File: src/rtl/fifo_drain_arbiter_pkg.sv
// Shared state encoding and default sizes for the class-FIFO drain arbiter.
// The size defaults match the per-class fifo instances feeding this block.
package fifo_drain_arbiter_pkg;

  localparam int DATA_SIZE_DEF  = 6;
  localparam int NUM_QUEUES_DEF = 4;
  localparam int SEL_W_DEF      = 2;

  typedef enum logic [1:0] {
    IDLE   = 2'd0,
    ACTIVE = 2'd1,
    PAUSE  = 2'd2
  } state_e;

endpackage

File: src/rtl/fifo_drain_arbiter_rr_grant.sv
// Combinational grant picker for the drain arbiter: round-robin by default,
// fixed lowest-index-first priority when STRICT_PRIORITY_EN is defined.
module fifo_drain_arbiter_rr_grant #(
  parameter int NUM_QUEUES = 4,
  parameter int SEL_W      = 2
) (
  input  logic [NUM_QUEUES-1:0] req,
  input  logic [SEL_W-1:0]      last_grant,
  output logic [NUM_QUEUES-1:0] grant,
  output logic [SEL_W-1:0]      grant_idx,
  output logic                  any_req
);

  logic             found;
  logic [SEL_W-1:0] idx;
  int               pos;

  assign any_req = |req;

`ifdef STRICT_PRIORITY_EN
  logic [SEL_W-1:0] unused_last_grant;
  assign unused_last_grant = last_grant;

  always_comb begin
    grant     = '0;
    grant_idx = '0;
    found     = 1'b0;
    idx       = '0;
    pos       = 0;
    for (int i = 0; i < NUM_QUEUES; i++) begin
      pos = i;
      idx = SEL_W'(pos);
      if (!found && req[idx]) begin
        found      = 1'b1;
        grant[idx] = 1'b1;
        grant_idx  = idx;
      end
    end
  end
`else
  // Search starts just after the previous winner and wraps past the top queue.
  always_comb begin
    grant     = '0;
    grant_idx = '0;
    found     = 1'b0;
    idx       = '0;
    pos       = 0;
    for (int i = 1; i <= NUM_QUEUES; i++) begin
      pos = int'(last_grant) + i;
      if (pos >= NUM_QUEUES) pos = pos - NUM_QUEUES;
      idx = SEL_W'(pos);
      if (!found && req[idx]) begin
        found      = 1'b1;
        grant[idx] = 1'b1;
        grant_idx  = idx;
      end
    end
  end
`endif

endmodule

File: src/rtl/fifo_drain_arbiter.sv
// Drains the per-class FIFO bank one word per cycle into a single tagged stream.
// Define STRICT_PRIORITY_EN for fixed priority instead of round-robin.
module fifo_drain_arbiter
  import fifo_drain_arbiter_pkg::*;
#(
  parameter int DATA_SIZE  = DATA_SIZE_DEF,
  parameter int NUM_QUEUES = NUM_QUEUES_DEF,
  parameter int SEL_W      = SEL_W_DEF
) (
  input  logic                            clk,
  input  logic                            reset_L,
  input  logic [NUM_QUEUES-1:0]           fifo_empty,
  input  logic [NUM_QUEUES*DATA_SIZE-1:0] fifo_data,
  input  logic                            pause_in,
  output logic [NUM_QUEUES-1:0]           pop,
  output logic [DATA_SIZE-1:0]            data_out,
  output logic                            valid_out,
  output logic [SEL_W-1:0]                sel_out,
  output logic                            active_out
);

  state_e                state_q, state_d;
  logic [SEL_W-1:0]      last_grant_q, last_grant_d;
  logic [SEL_W-1:0]      sel_q, sel_d;
  logic [DATA_SIZE-1:0]  data_q, data_d;
  logic                  valid_q, valid_d;

  logic [NUM_QUEUES-1:0] grant;
  logic [SEL_W-1:0]      grant_idx;
  logic                  any_req;
  logic                  pop_en;
  logic [DATA_SIZE-1:0]  head [NUM_QUEUES];

  for (genvar g = 0; g < NUM_QUEUES; g++) begin : g_head
    assign head[g] = fifo_data[g*DATA_SIZE +: DATA_SIZE];
  end

  fifo_drain_arbiter_rr_grant #(
    .NUM_QUEUES (NUM_QUEUES),
    .SEL_W      (SEL_W)
  ) u_rr_grant (
    .req        (~fifo_empty),
    .last_grant (last_grant_q),
    .grant      (grant),
    .grant_idx  (grant_idx),
    .any_req    (any_req)
  );

  // Pause always wins, so a rising pause_in blocks the pop in that same cycle.
  always_comb begin
    state_d = state_q;
    pop_en  = 1'b0;
    case (state_q)
      IDLE: begin
        if (pause_in)     state_d = PAUSE;
        else if (any_req) state_d = ACTIVE;
      end
      ACTIVE: begin
        if (pause_in)      state_d = PAUSE;
        else if (!any_req) state_d = IDLE;
        else               pop_en  = 1'b1;
      end
      PAUSE: begin
        if (!pause_in) state_d = any_req ? ACTIVE : IDLE;
      end
      default: state_d = IDLE;
    endcase
  end

  assign pop = pop_en ? grant : '0;

  always_comb begin
    data_d       = data_q;
    sel_d        = sel_q;
    valid_d      = pop_en;
    last_grant_d = last_grant_q;
    if (pop_en) begin
      data_d = head[grant_idx];
      sel_d  = grant_idx;
`ifndef STRICT_PRIORITY_EN
      last_grant_d = grant_idx;
`endif
    end
  end

  // Pointer resets to the top queue so the first round-robin search lands on queue 0.
  always_ff @(posedge clk or negedge reset_L) begin
    if (!reset_L) begin
      state_q      <= IDLE;
      last_grant_q <= SEL_W'(NUM_QUEUES - 1);
      data_q       <= '0;
      sel_q        <= '0;
      valid_q      <= 1'b0;
    end else begin
      state_q      <= state_d;
      last_grant_q <= last_grant_d;
      data_q       <= data_d;
      sel_q        <= sel_d;
      valid_q      <= valid_d;
    end
  end

  assign data_out   = data_q;
  assign sel_out    = sel_q;
  assign valid_out  = valid_q;
  assign active_out = (state_q == ACTIVE);

endmodule

File: config.mk
export PLATFORM = sky130hd
export DESIGN_NAME = fifo_drain_arbiter
export DESIGN_NICKNAME = d
export VERILOG_FILES = /design/src/rtl/fifo_drain_arbiter_pkg.sv /design/src/rtl/fifo_drain_arbiter_rr_grant.sv /design/src/rtl/fifo_drain_arbiter.sv
export SDC_FILE = /design/constraint.sdc
export NUM_CORES = 1
export LEC_CHECK = 0
export ABC_AREA = 1
export BUFFER_PORTS_ARGS = -buffer_cell sky130_fd_sc_hd__buf_4
export CORE_UTILIZATION = 57
export CTS_BUF_LIST = sky130_fd_sc_hd__clkbuf_8
export DETAILED_ROUTE_END_ITERATION = 16
export PLACE_DENSITY = 0.88
export SLEW_MARGIN = 20
export SYNTH_ARGS = -nofsm -noshare
export SYNTH_HDL_FRONTEND = slang
export SYNTH_HIERARCHICAL = 1
export SYNTH_SLANG_ARGS = --single-unit
File: constraint.sdc
create_clock -name clk -period 4.7 [get_ports clk]
set_clock_uncertainty 0.2 [all_clocks]
set_input_delay 0.47 -clock clk [delete_from_list [all_inputs] [get_ports clk]]
set_output_delay 0.47 -clock clk [all_outputs]
set_load 0.01 [all_outputs]
==> results of run 1 <==
metrics by stage:
step                      setup WS (ps)  instance area (um^2)
after floorplan                    2060                  1390
after global placement             1460                  1730
after detailed placement           1380                  1730
after CTS                          1360                  1780
after global routing               1060                  1780
final                              1350                  1780
routing by layer:
| layer | track usage (%) | wire [um] | vias to the layer above |
|---|---|---|---|
| met5 | 0 | 0 | - |
| met4 | 8.56 | 40 | 0 |
| li1 | - | - | 748 |
| met1 | 31.9 | 1250 | 636 |
| met2 | 47.2 | 1590 | 76 |
| met3 | 1.19 | 203 | 4 |
Yosys cell counts, types with 2 or more instances:
master and n:
a21boi_0 4, a21oi_1 7, buf_2 2, buf_6 2, dfrtp_1 11, dfstp_2 2
ha_1 8, inv_1 42, inv_2 3, nand2_1 68, nand2_2 4, nand2_4 5
nand3_1 25, nand3_2 3, nand3_4 3, nand4_1 6, nor2_1 2, nor2_2 6
nor2_4 2, o21ai_0 4
worst max-delay path by stage:
stage | end | startpoint | cells past startpoint
global placement | data_out[0] | last_grant_q[0] | 15
CTS | data_out[2] | last_grant_q[0] | 15
global route | data_out[0] | last_grant_q[0] | 15
finish | data_out[4] | last_grant_q[0] | 15
detailed placement | data_out[4] | last_grant_q[0] | 15
floorplan | data_out[0] | last_grant_q[0] | 16
worst min-delay path, cell delays in order (launching register included):
cell     delay (ps)
dfrtp_1         340
nand2_1          50
nand2_1          60
power by group:
group          total, mW  internal, mW  switching, mW
Clock             0.0968        0.0576         0.0392
Sequential         0.211         0.160         0.0510
Combinational      0.906         0.322          0.584
final cells by class:
| type | count | area [um^2] | area share, % |
|---|---|---|---|
| multi-input combinational | 149 | 846 | 47.5 |
| timing repair buffer | 45 | 340 | 19.1 |
| sequential | 13 | 328 | 18.4 |
| inverter | 47 | 186 | 10.5 |
| clock buffer | 3 | 41.3 | 2.32 |
| tap | 28 | 35.0 | 1.97 |
| clock inverter | 1 | 3.75 | 0.211 |
timing repair:
item                                    in CTS  in global routing
endpoints found under the setup margin       0                  0
endpoints found under the hold margin       11                  0
buffers inserted                             0                  0
hold buffers                                 1                  0
registers in the layout (all words and copies together) (netlist names):
signal        count
data_out          6
state_q           2
sel_out           2
valid_out         1
last_grant_q      2
cells by family after synthesis:
| kind of cell | after synthesis | synth area share (%) |
|---|---|---|
| buffers and inverters | 51 | 15.7 |
| flip-flops | 13 | 23.5 |
| AO/OA/AOI/OAI | 17 | 6.92 |
| AND/OR/NAND/NOR | 124 | 46.6 |
| adder cells (fa/ha/maj) | 8 | 7.19 |
cell usage in the layout (no fill, tap or decap), drive strengths merged, types with 2 or more instances in the layout:
cell,netlist,layout
nand4,6,6
dfstp,2,2
o21ai,5,5
clkbuf,0,3
inv,47,48
ha,8,8
a21oi,7,7
a21boi,4,4
buf,4,44
dfrtp,11,11
nand3,31,31
nand2,77,77
nor2,10,10
==> summary.txt, run 1 <==
Setup path
  – Worst r2r path cells: 15
  – Element type at the critical path start: register
  – Buffers & Inverters on Critical Path: 4
  – Worst path cell trace: inv_8 > ha_1 > inv_1 > nand3_4 > nand2_4 > inv_4 > nand2_1 > a21oi_1 > nor2_1 > inv_2 > nand2_1 > nand3_1 > nand2_1 > nand2_1 > nand2_1
  – Largest stage delay, worst path: between 700 and 800 ps
  – Reg2reg start: last_grant_q[0]
  – R2R Setup Slk: roughly 1300 ps
  – Worst-path fanout max: 14
  – Worst EP required: approximately 4700 ps
  – Top Family by Delay on Critical Path: simple AND/OR/NAND/NOR gates
  – Most used cell, CP: nand2_1
  – Reg2reg end: data_out[4]
  – Critical path's slowest cell: dfstp_2
  – Critical Path AT: about 3300 ps
  – CP Class: reg -> reg
  – Crit. End Element: register

Layout
  – Area Overhead vs Synth: 27.9%
  – Layout cell share with drive strength beyond 1: just under 30%
  – Nets: just under 300
  – Antenna fix cells: 0
  – Fill count: approximately 170
  – Non-filler cells, final: ~290
  – Fin util: around 80%

Clocking
  – Clock Latency Late Sink: roughly 240 ps
  – CTS resizes: 0
  – Inserted Clock Buffers: 3
  – TritonCTS clock tree: built
  – CTS root buf: clkbuf_8
  – Clock sinks: 13
  – Clock Tree Buf Depth: 2
  – Clk pin slew, worst setup/hold paths: approximately 60 ps
  – H-tree Lvls: 1

Yosys
  – Top cell type's share of synthesized area: 19.8%
  – Post-Syn Nets: 252
  – Top post-synthesis cells by area: dfrtp_1 (20%), nand2_1 (18%), inv_1 (11%)
  – Distinct cells, synth: 24
  – Register area share after synthesis: roughly a quarter
  – Post-synth EDFFs: 0
  – Post-synthesis average cell area: approximately 6.5 um^2
  – Syn. warnings: 6
  – Synth Register Bits: 13
  – Async set-reset flop share out of synthesis: 100%
  – Leading area contributor after synthesis: dfrtp_1
  – Synth Flop Type: dfrtp_1
  – Post-Syn Area: ~1400 um^2
  – Mapped Cells: 213

Route
  – Vias per inst: a little over 5
  – Vias: 1464
  – Number of remaining DRC errors: 0
  – Post-DR wirelength/cell: about 11 um
  – Antenna-violating nets left: 0
  – Routed wire length: between 3 and 4 mm
  – Drt first pass iters: 4
  – Starting DRT DRC Count: 43

Timing
  – Final period util: between 70% and 80%
  – Fmax: 298 MHz
  – Minimum clock period: approximately 3400 ps
  – Slew Limit Fails: 0
  – Hold slack: 277 ps
  – Total negative slack: 0 ps
  – Worst rel slew slack: ~45%
  – Fin. Hold Viols: 0
  – Worst Max-Slew Pin Slew: between 800 and 900 ps
  – Final Setup Violations: 0
  – RSZ-0062 raised after global routing: false

Power and ir drop
  – Pwr Density: roughly 680 nW/um^2
  – Pleak: about 1.1 nW
  – Overall power: 1.21 mW
  – Worst-case vdd ir drop: ~0.63 mV

Floorplan
  – Cell row count: 17
  – Die width: slightly above 50 um
  – Die height: approximately 50 um
  – Core area: roughly 2300 um^2
  – Die area: 2650 um^2
  – Top Ports: 45
  – Initial core utilization: 61.8%

Global routing
  – Vias in the first global route: roughly 1300
  – Initial antenna violation count: 0
  – GRT Residual Overflow: 0
  – Total Routing Usage GR: approximately a quarter
  – Largest net degree at the start of global routing: 20
  – First-pass GRT wire length: 5.23 mm

Min path
  – WHS Path Cells: 2
  – Worst min-delay path category: reg -> reg
  – HP Start: data_out[2]
  – Hold Crit Endpoint: data_out[2]

Placed design
  – Routability Congestion: 0.895
  – DP Cell Count: 281
  – DP Wirelength: 2.46 mm
  – Port Buf Inserts: 44

Run
  – MaxCap Viol Count: 0

Run status
  – Outcome: completed
Note: power is estimated with default switching activity, not from simulation.
==> run 2: changes to the inputs <==
CORE_UTILIZATION = 53   (was 57)
PLACE_DENSITY = 0.83   (was 0.88)
clock period = 3.5 ns   (was 4.7 ns; I/O delays follow)
==> run 2 against run 1 <==
  * Die area grew 7.2%
  * Combinational power rose by 38%
  * Power rose by 37%
  * Sequential power rose by 34%
  * Global-route usage fell by 1.5 points
  * Largest power group unchanged
==> summary.txt, run 2 (synthesis gave the netlist of run 1 again) <==
Timing
  – Fmax: 326 MHz (+9.4%)
  – Minimum clock period: 3070 ps (-288 ps)
  – RSZ-0062 raised after global routing: false
  – PnR worst setup slack: 433 ps (-912 ps)
  – Fin. Hold Viols: 0 (unchanged)
  – Final Setup Violations: 0 (unchanged)
  – Slew Limit Fails: 0 (unchanged)
  – Hold slack: 205 ps (-72.5 ps)
  – Total negative slack: 0 ps (unchanged)
  – Worst rel slew slack: 70.1% (+25 points)
  – Worst Max-Slew Pin Slew: 448 ps (-381 ps)
  – Final period util: 87.6% (+16 points)

Clocking
  – H-tree Lvls: 1 (unchanged)
  – TritonCTS clock tree: built
  – CTS root buf: clkbuf_8
  – Clock Tree Buf Depth: 2 (unchanged)
  – Inserted Clock Buffers: 3 (unchanged)
  – Cts hold-fix bufs: 1 (unchanged)
  – Clk pin slew, worst setup/hold paths: 50 ps (about the same)
  – Clock sinks: 13 (unchanged)
  – Clock Latency Late Sink: 240 ps (about the same)
  – Setup bufs post-CTS: 0 (unchanged)
  – CTS resizes: 0 (unchanged)

Global routing
  – Vias in the first global route: 1250 (-3.3%)
  – Largest net degree at the start of global routing: 20 (unchanged)
  – Initial antenna violation count: 0 (unchanged)
  – First-pass GRT wire length: 5.11 mm (-2.4%)
  – GRT Residual Overflow: 0 (unchanged)
  – Total Routing Usage GR: 24.3% (-1.5 points)

Min path
  – Worst min-delay path category: in -> reg
  – HP Start: pause_in
  – WHS Path Cells: 4 (+2)

Setup path
  – Worst EP required: 3430 ps (-1250 ps)
  – Critical path's slowest cell: dfstp_2
  – Critical Path AT: 2990 ps (-340 ps)
  – Worst-path fanout max: 13 (-1)
  – Largest stage delay, worst path: 730 ps (about the same)
  – CP Class: reg -> reg
  – Crit. End Element: register
  – Reg2reg start: last_grant_q[0]
  – Element type at the critical path start: register
  – Critical path origin: last_grant_q[0]
  – Worst path cell trace: inv_8 > ha_1 > inv_1 > nand3_4 > nand2_4 > inv_4 > nand2_1 > a21oi_1 > nor2_1 > buf_4 > nand2_1 > nand3_1 > nand2_1 > nand2_1 > nand2_1
  – Most used cell, CP: nand2_1
  – Worst r2r path cells: 15 (unchanged)

Floorplan
  – Die width: 53.3 um (+3.6%)
  – Core area: 2480 um^2 (+9.9%)
  – Top Ports: 45 (unchanged)
  – Initial core utilization: 56.2% (-5.6 points)
  – Die area: 2840 um^2 (+7.2%)
  – Die height: 53.3 um (+3.6%)
  – Cell row count: 18 (+1)

Run status
  – Outcome: completed

Layout
  – Layout cell share with drive strength beyond 1: 30.4% (+0.54 points)
  – Antenna fix cells: 0 (unchanged)
  – Commonest non-fill, non-tap cell in the layout: nand2_1
  – Nets: 300 (+0.67%)
  – Max reg flops: 6 (unchanged)
  – Area Overhead vs Synth: 29.1%
  – Most frequent cells in the layout: nand2_1 (68), buf_4 (46), inv_1 (43)
  – Cell area after layout: 1800 um^2 (+0.98%)

Power and ir drop
  – Sequential share of power: 17.1% (-0.3 points)
  – Pwr Density: 923 nW/um^2 (+35%)
  – Pleak: 1.07 nW (+0.88%)
  – Logic pwr share: 75.2% (+0.6 points)
  – Int Power: 0.748 mW (+39%)
  – Net switching power: 0.912 mW (+35%)
  – Worst-case vdd ir drop: 0.732 mV (+15%)
  – Sw Ratio: 55.0% (-0.59 points)
  – Overall power: 1.66 mW (+37%)
  – Clk network pwr share: 7.7% (-0.3 points)

Run
  – MaxCap Viol Count: 0 (unchanged)

Route
  – Post-DR wirelength/cell: 10.9 um (+0.99%)
  – Vias per inst: 4.92 (-3.8%)
  – Drt first pass iters: 4 (unchanged)
  – Routed wire length: 3.16 mm (+2.4%)
  – Number of remaining DRC errors: 0 (unchanged)
  – Starting DRT DRC Count: 45 (+4.7%)
  – Vias: 1428 (-2.5%)
  – Antenna-violating nets left: 0 (unchanged)

Placed design
  – DP Wirelength: 2.47 mm (+0.19%)
  – Setup WS pre-CTS: 469 ps (-911 ps)
  – Routability Congestion: 0.855 (-4.5%)
  – Port Buf Inserts: 44 (unchanged)
  – Placed cell area: 1740 um^2 (+1.0%)
==> run 2: changes by cell type in the layout (fill, tap and decap cells not counted), sizes merged <==
cell  change
buf       +2
==> run 2: path summary, 6_finish.rpt <==
kind / endpoint / slack [ps]
setup reg to reg: data_out[5] / 430
max in group asynchronous: last_grant_q[1] / 2580
min in group asynchronous: state_q[1] / 290
hold / removal: state_q[0] / 200
hold reg to reg: data_out[2] / 290
setup / recovery: data_out[5] / 430
==> run 2: power groups by stage <==
stage,sequential (mW),combinational (mW),clock [mW]
final,0.283,1.25,0.129
after global routing,0.291,1.38,0.138
after CTS,0.282,1.24,0.130
after detailed placement,0.282,1.24,0
after global placement,0.283,1.22,0
after floorplan,0.278,0.944,0
==> run 2: critical path, delay by kind of cell (launching register included) <==
kind                     cells  cell delay, ps
flip-flops                   1             730
AND/OR/NAND/NOR              9            1030
AO/OA/AOI/OAI                1              40
adder cells (fa/ha/maj)      1             380
buffers and inverters        4             570
==> run 2: layout make-up <==
| cell class | count | area, um^2 |
|---|---|---|
| Clock buffer | 3 | 41.3 |
| Clock inverter | 1 | 3.75 |
| Fill cell | 212 | 679 |
| Inverter | 47 | 186 |
| Multi-Input combinational cell | 149 | 846 |
| Sequential cell | 13 | 328 |
| Tap cell | 30 | 37.5 |
| Timing Repair Buffer | 47 | 355 |
==> run 2: layer usage <==
| metal | part of all wire, % | global-route usage, % | vias to the layer above |
|---|---|---|---|
| met1 | 44 | 30.0 | 623 |
| met5 | 0 | 0 | - |
| met3 | 5.9 | 4.02 | 3 |
| met2 | 50 | 44.0 | 56 |
| li1 | - | - | 746 |
| met4 | 0.32 | 3.95 | 0 |
==> run 2: stage by stage <==
stage,cells,utilization (%)
after detailed placement,285,70.4
after floorplan,213,-
after global routing,290,72.6
final,290,72.6
after CTS,290,72.6
after global placement,285,70.4
==> run 3: changes to the inputs <==
PLACE_DENSITY = 0.86   (was 0.83)
SYNTH_HIERARCHICAL = default   (was 1)
==> run 3 against run 2 <==
  * Routed wire length rose by 2.2%
  * Register-to-register slack better by 210 ps
  * Combinational power rose by 7%
  * Fmax decreased by 3.7%
  * Via count up 1.8%
  * Worst setup slack got worse by 120 ps
  * Critical endpoint is now pop[0]
  * Largest power group unchanged
==> summary.txt, run 3 <==
Floorplan
  – Die area: 2920 um^2 (+3.1%)
  – Initial core utilization: 57.0% (+0.78 points)
  – Die height: 54.1 um (+1.5%)
  – Top Ports: 45 (unchanged)
  – Cell row count: 18 (unchanged)
  – Die width: 54.1 um (+1.5%)
  – Core area: 2520 um^2 (+1.8%)

Layout
  – Cell area after layout: 1800 um^2 (about the same)
  – Fin util: 71.3% (-1.2 points)
  – Area Overhead vs Synth: 25.2%
  – Nets: 293 (-2.3%)
  – Commonest non-fill, non-tap cell in the layout: nand2_1
  – Antenna fix cells: 0 (unchanged)
  – Most frequent cells in the layout: nand2_1 (64), buf_4 (45), nand3_1 (38)
  – Layout cell share with drive strength beyond 1: 33.6% (+3.2 points)
  – Max reg flops: 6 (unchanged)

Power and ir drop
  – Logic pwr share: 76.8% (+1.6 points)
  – Sequential share of power: 16.3% (-0.8 points)
  – Sw Ratio: 56.4% (+1.5 points)
  – Int Power: 0.762 mW (+2.0%)
  – Net switching power: 0.987 mW (+8.3%)
  – Pleak: 1.02 nW (-4.3%)
  – Clk network pwr share: 6.9% (-0.8 points)
  – Overall power: 1.75 mW (+5.4%)
  – Worst-case vdd ir drop: 0.717 mV (-2.1%)
  – Pwr Density: 973 nW/um^2 (+5.4%)

Setup path
  – Largest stage delay, worst path: 750 ps (+20 ps)
  – Crit. End Element: primary output
  – Critical path's slowest cell: dfstp_2
  – Critical path origin: last_grant_q[0]
  – Reg2reg start: last_grant_q[0]
  – Worst EP required: 2950 ps (-480 ps)
  – Buffers & Inverters on Critical Path: 3 (-1)
  – CP Class: reg -> out
  – Worst path cell trace: inv_8 > ha_1 > inv_2 > nand3_2 > nand2_4 > nor2_4 > and3_2 > nand2_1 > a41oi_1 > buf_4
  – Top Family by Delay on Critical Path: flip-flops
  – Critical Path AT: 2640 ps (-350 ps)
  – Element type at the critical path start: register
  – Worst-path fanout max: 14 (+1)

Timing
  – Worst Max-Slew Pin Slew: 355 ps (-92.5 ps)
  – Final Setup Violations: 0 (unchanged)
  – Hold slack: 167 ps (-38.0 ps)
  – Fmax: 314 MHz (-3.7%)
  – RSZ-0062 raised after global routing: false
  – Total negative slack: 0 ps (unchanged)
  – Minimum clock period: 3190 ps (+119 ps)
  – Fin. Hold Viols: 0 (unchanged)
  – Final period util: 91.0% (+3.4 points)
  – Worst rel slew slack: 76.3% (+6.3 points)
  – Slew Limit Fails: 0 (unchanged)

Yosys
  – Async set-reset flop share out of synthesis: 100% (unchanged)
  – Synth cell count leaders: nand2_1 (64), nand3_1 (38), inv_1 (33)
  – Mapped Cells: 209 (-1.9%)
  – Synth Register Bits: 13 (unchanged)
  – Top cell type's share of synthesized area: 19.1% (-0.62 points)
  – Count leader, synth: nand2_1
  – Post-synthesis average cell area: 6.88 um^2 (+5.2%)
  – Post-synth EDFFs: 0 (unchanged)
  – Syn. warnings: 0 (-6)
  – Leading area contributor after synthesis: dfrtp_1
  – Post-Syn Nets: 248 (-1.6%)
  – Register area share after synthesis: 22.8% (-0.74 points)
  – Synth Flop Type: dfrtp_1
  – Top post-synthesis cells by area: dfrtp_1 (19%), nand2_1 (17%), nand3_1 (13%)
  – Distinct cells, synth: 26 (+8.3%)
  – Post-Syn Area: 1440 um^2 (+3.2%)

Global routing
  – Initial antenna violation count: 0 (unchanged)
  – Largest net degree at the start of global routing: 15 (-25%)
  – Vias in the first global route: 1226 (-1.9%)
  – Total Routing Usage GR: 24.1% (-0.20 points)
  – First-pass GRT wire length: 5.18 mm (+1.4%)
  – GRT Residual Overflow: 0 (unchanged)

Clocking
  – CTS root buf: clkbuf_8
  – H-tree Lvls: 1 (unchanged)
  – Setup bufs post-CTS: 0 (unchanged)
  – Clock Latency Late Sink: 230 ps (about the same)
  – CTS resizes: 0 (unchanged)
  – Cts hold-fix bufs: 1 (unchanged)
  – Clock Tree Buf Depth: 2 (unchanged)
  – TritonCTS clock tree: built
  – Inserted Clock Buffers: 3 (unchanged)
  – Clock sinks: 13 (unchanged)
  – Clk pin slew, worst setup/hold paths: 50 ps (about the same)

Placed design
  – Port Buf Inserts: 44 (unchanged)
  – Routability Congestion: 0.946 (+11%)
  – DP Wirelength: 2.58 mm (+4.6%)
  – Placed cell area: 1740 um^2 (about the same)

Min path
  – HP Start: pause_in
  – Worst min-delay path category: in -> reg

Route
  – Antenna-violating nets left: 0 (unchanged)
  – Post-DR wirelength/cell: 11.4 um (+4.7%)
  – Vias per inst: 5.14 (+4.3%)
  – Vias: 1454 (+1.8%)
  – Number of remaining DRC errors: 0 (unchanged)
  – Routed wire length: 3.23 mm (+2.2%)
  – Starting DRT DRC Count: 46 (+2.2%)
  – Drt first pass iters: 4 (unchanged)

Run status
  – Outcome: completed

Run
  – MaxCap Viol Count: 0 (unchanged)
[run 3: power groups by stage]
stage                     sequential [mW]  clock (mW)  combinational (mW)
after floorplan                     0.277           0                1.13
after global placement              0.284           0                1.31
after detailed placement            0.287           0                1.33
after CTS                           0.284       0.124                1.33
after global routing                0.294       0.132                1.51
final                               0.285       0.121                1.34
[run 3: cell families (layout without fill, tap and decap cells)]
group | Yosys count | in the layout | share of synthesized area (%)
flops | 13 | 13 | 22.8
compound gates | 10 | 10 | 5.48
simple gates | 136 | 136 | 50.0
buf+inv | 42 | 86 | 14.7
fa+ha+maj | 8 | 8 | 6.96
[run 3: area by class of cell]
type                    count  area, um^2
fillers                   213         723
well taps                  30        37.5
flip-flops and latches     13         328
inverters                  36         143
repair buffers             46         348
clock inverters             1        3.75
clock buffers               3        41.3
multi-input cells         154         898
[run 3: metrics by stage]
stage / worst slack (ps) / instances
finish: 314 / 283
global route: 115 / 283
CTS: 347 / 283
detailed placement: 610 / 278
global placement: 650 / 278
floorplan: 919 / 209
[run 3: path summary, 6_finish.rpt]
check	to	slack, ps	cells past startpoint
max	pop[0]	310	10
min in group asynchronous	valid_out	300	2
max reg2reg	data_out[3]	640	13
max in group asynchronous	last_grant_q[1]	2580	2
min reg2reg	state_q[1]	280	1
min	state_q[1]	170	3
[run 3: layer usage]
layer | vias to the layer above | GRT usage (%) | routed length, um
li1 | 748 | - | -
met1 | 656 | 34.9 | 1570
met2 | 46 | 38.3 | 1460
met3 | 4 | 2.54 | 168
met4 | 0 | 5.13 | 33
met5 | - | 0 | 0
[run 3: worst min-delay path, cell delays in order]
cell     delay, ps
buf_4          110
inv_1           60
a21oi_1         40
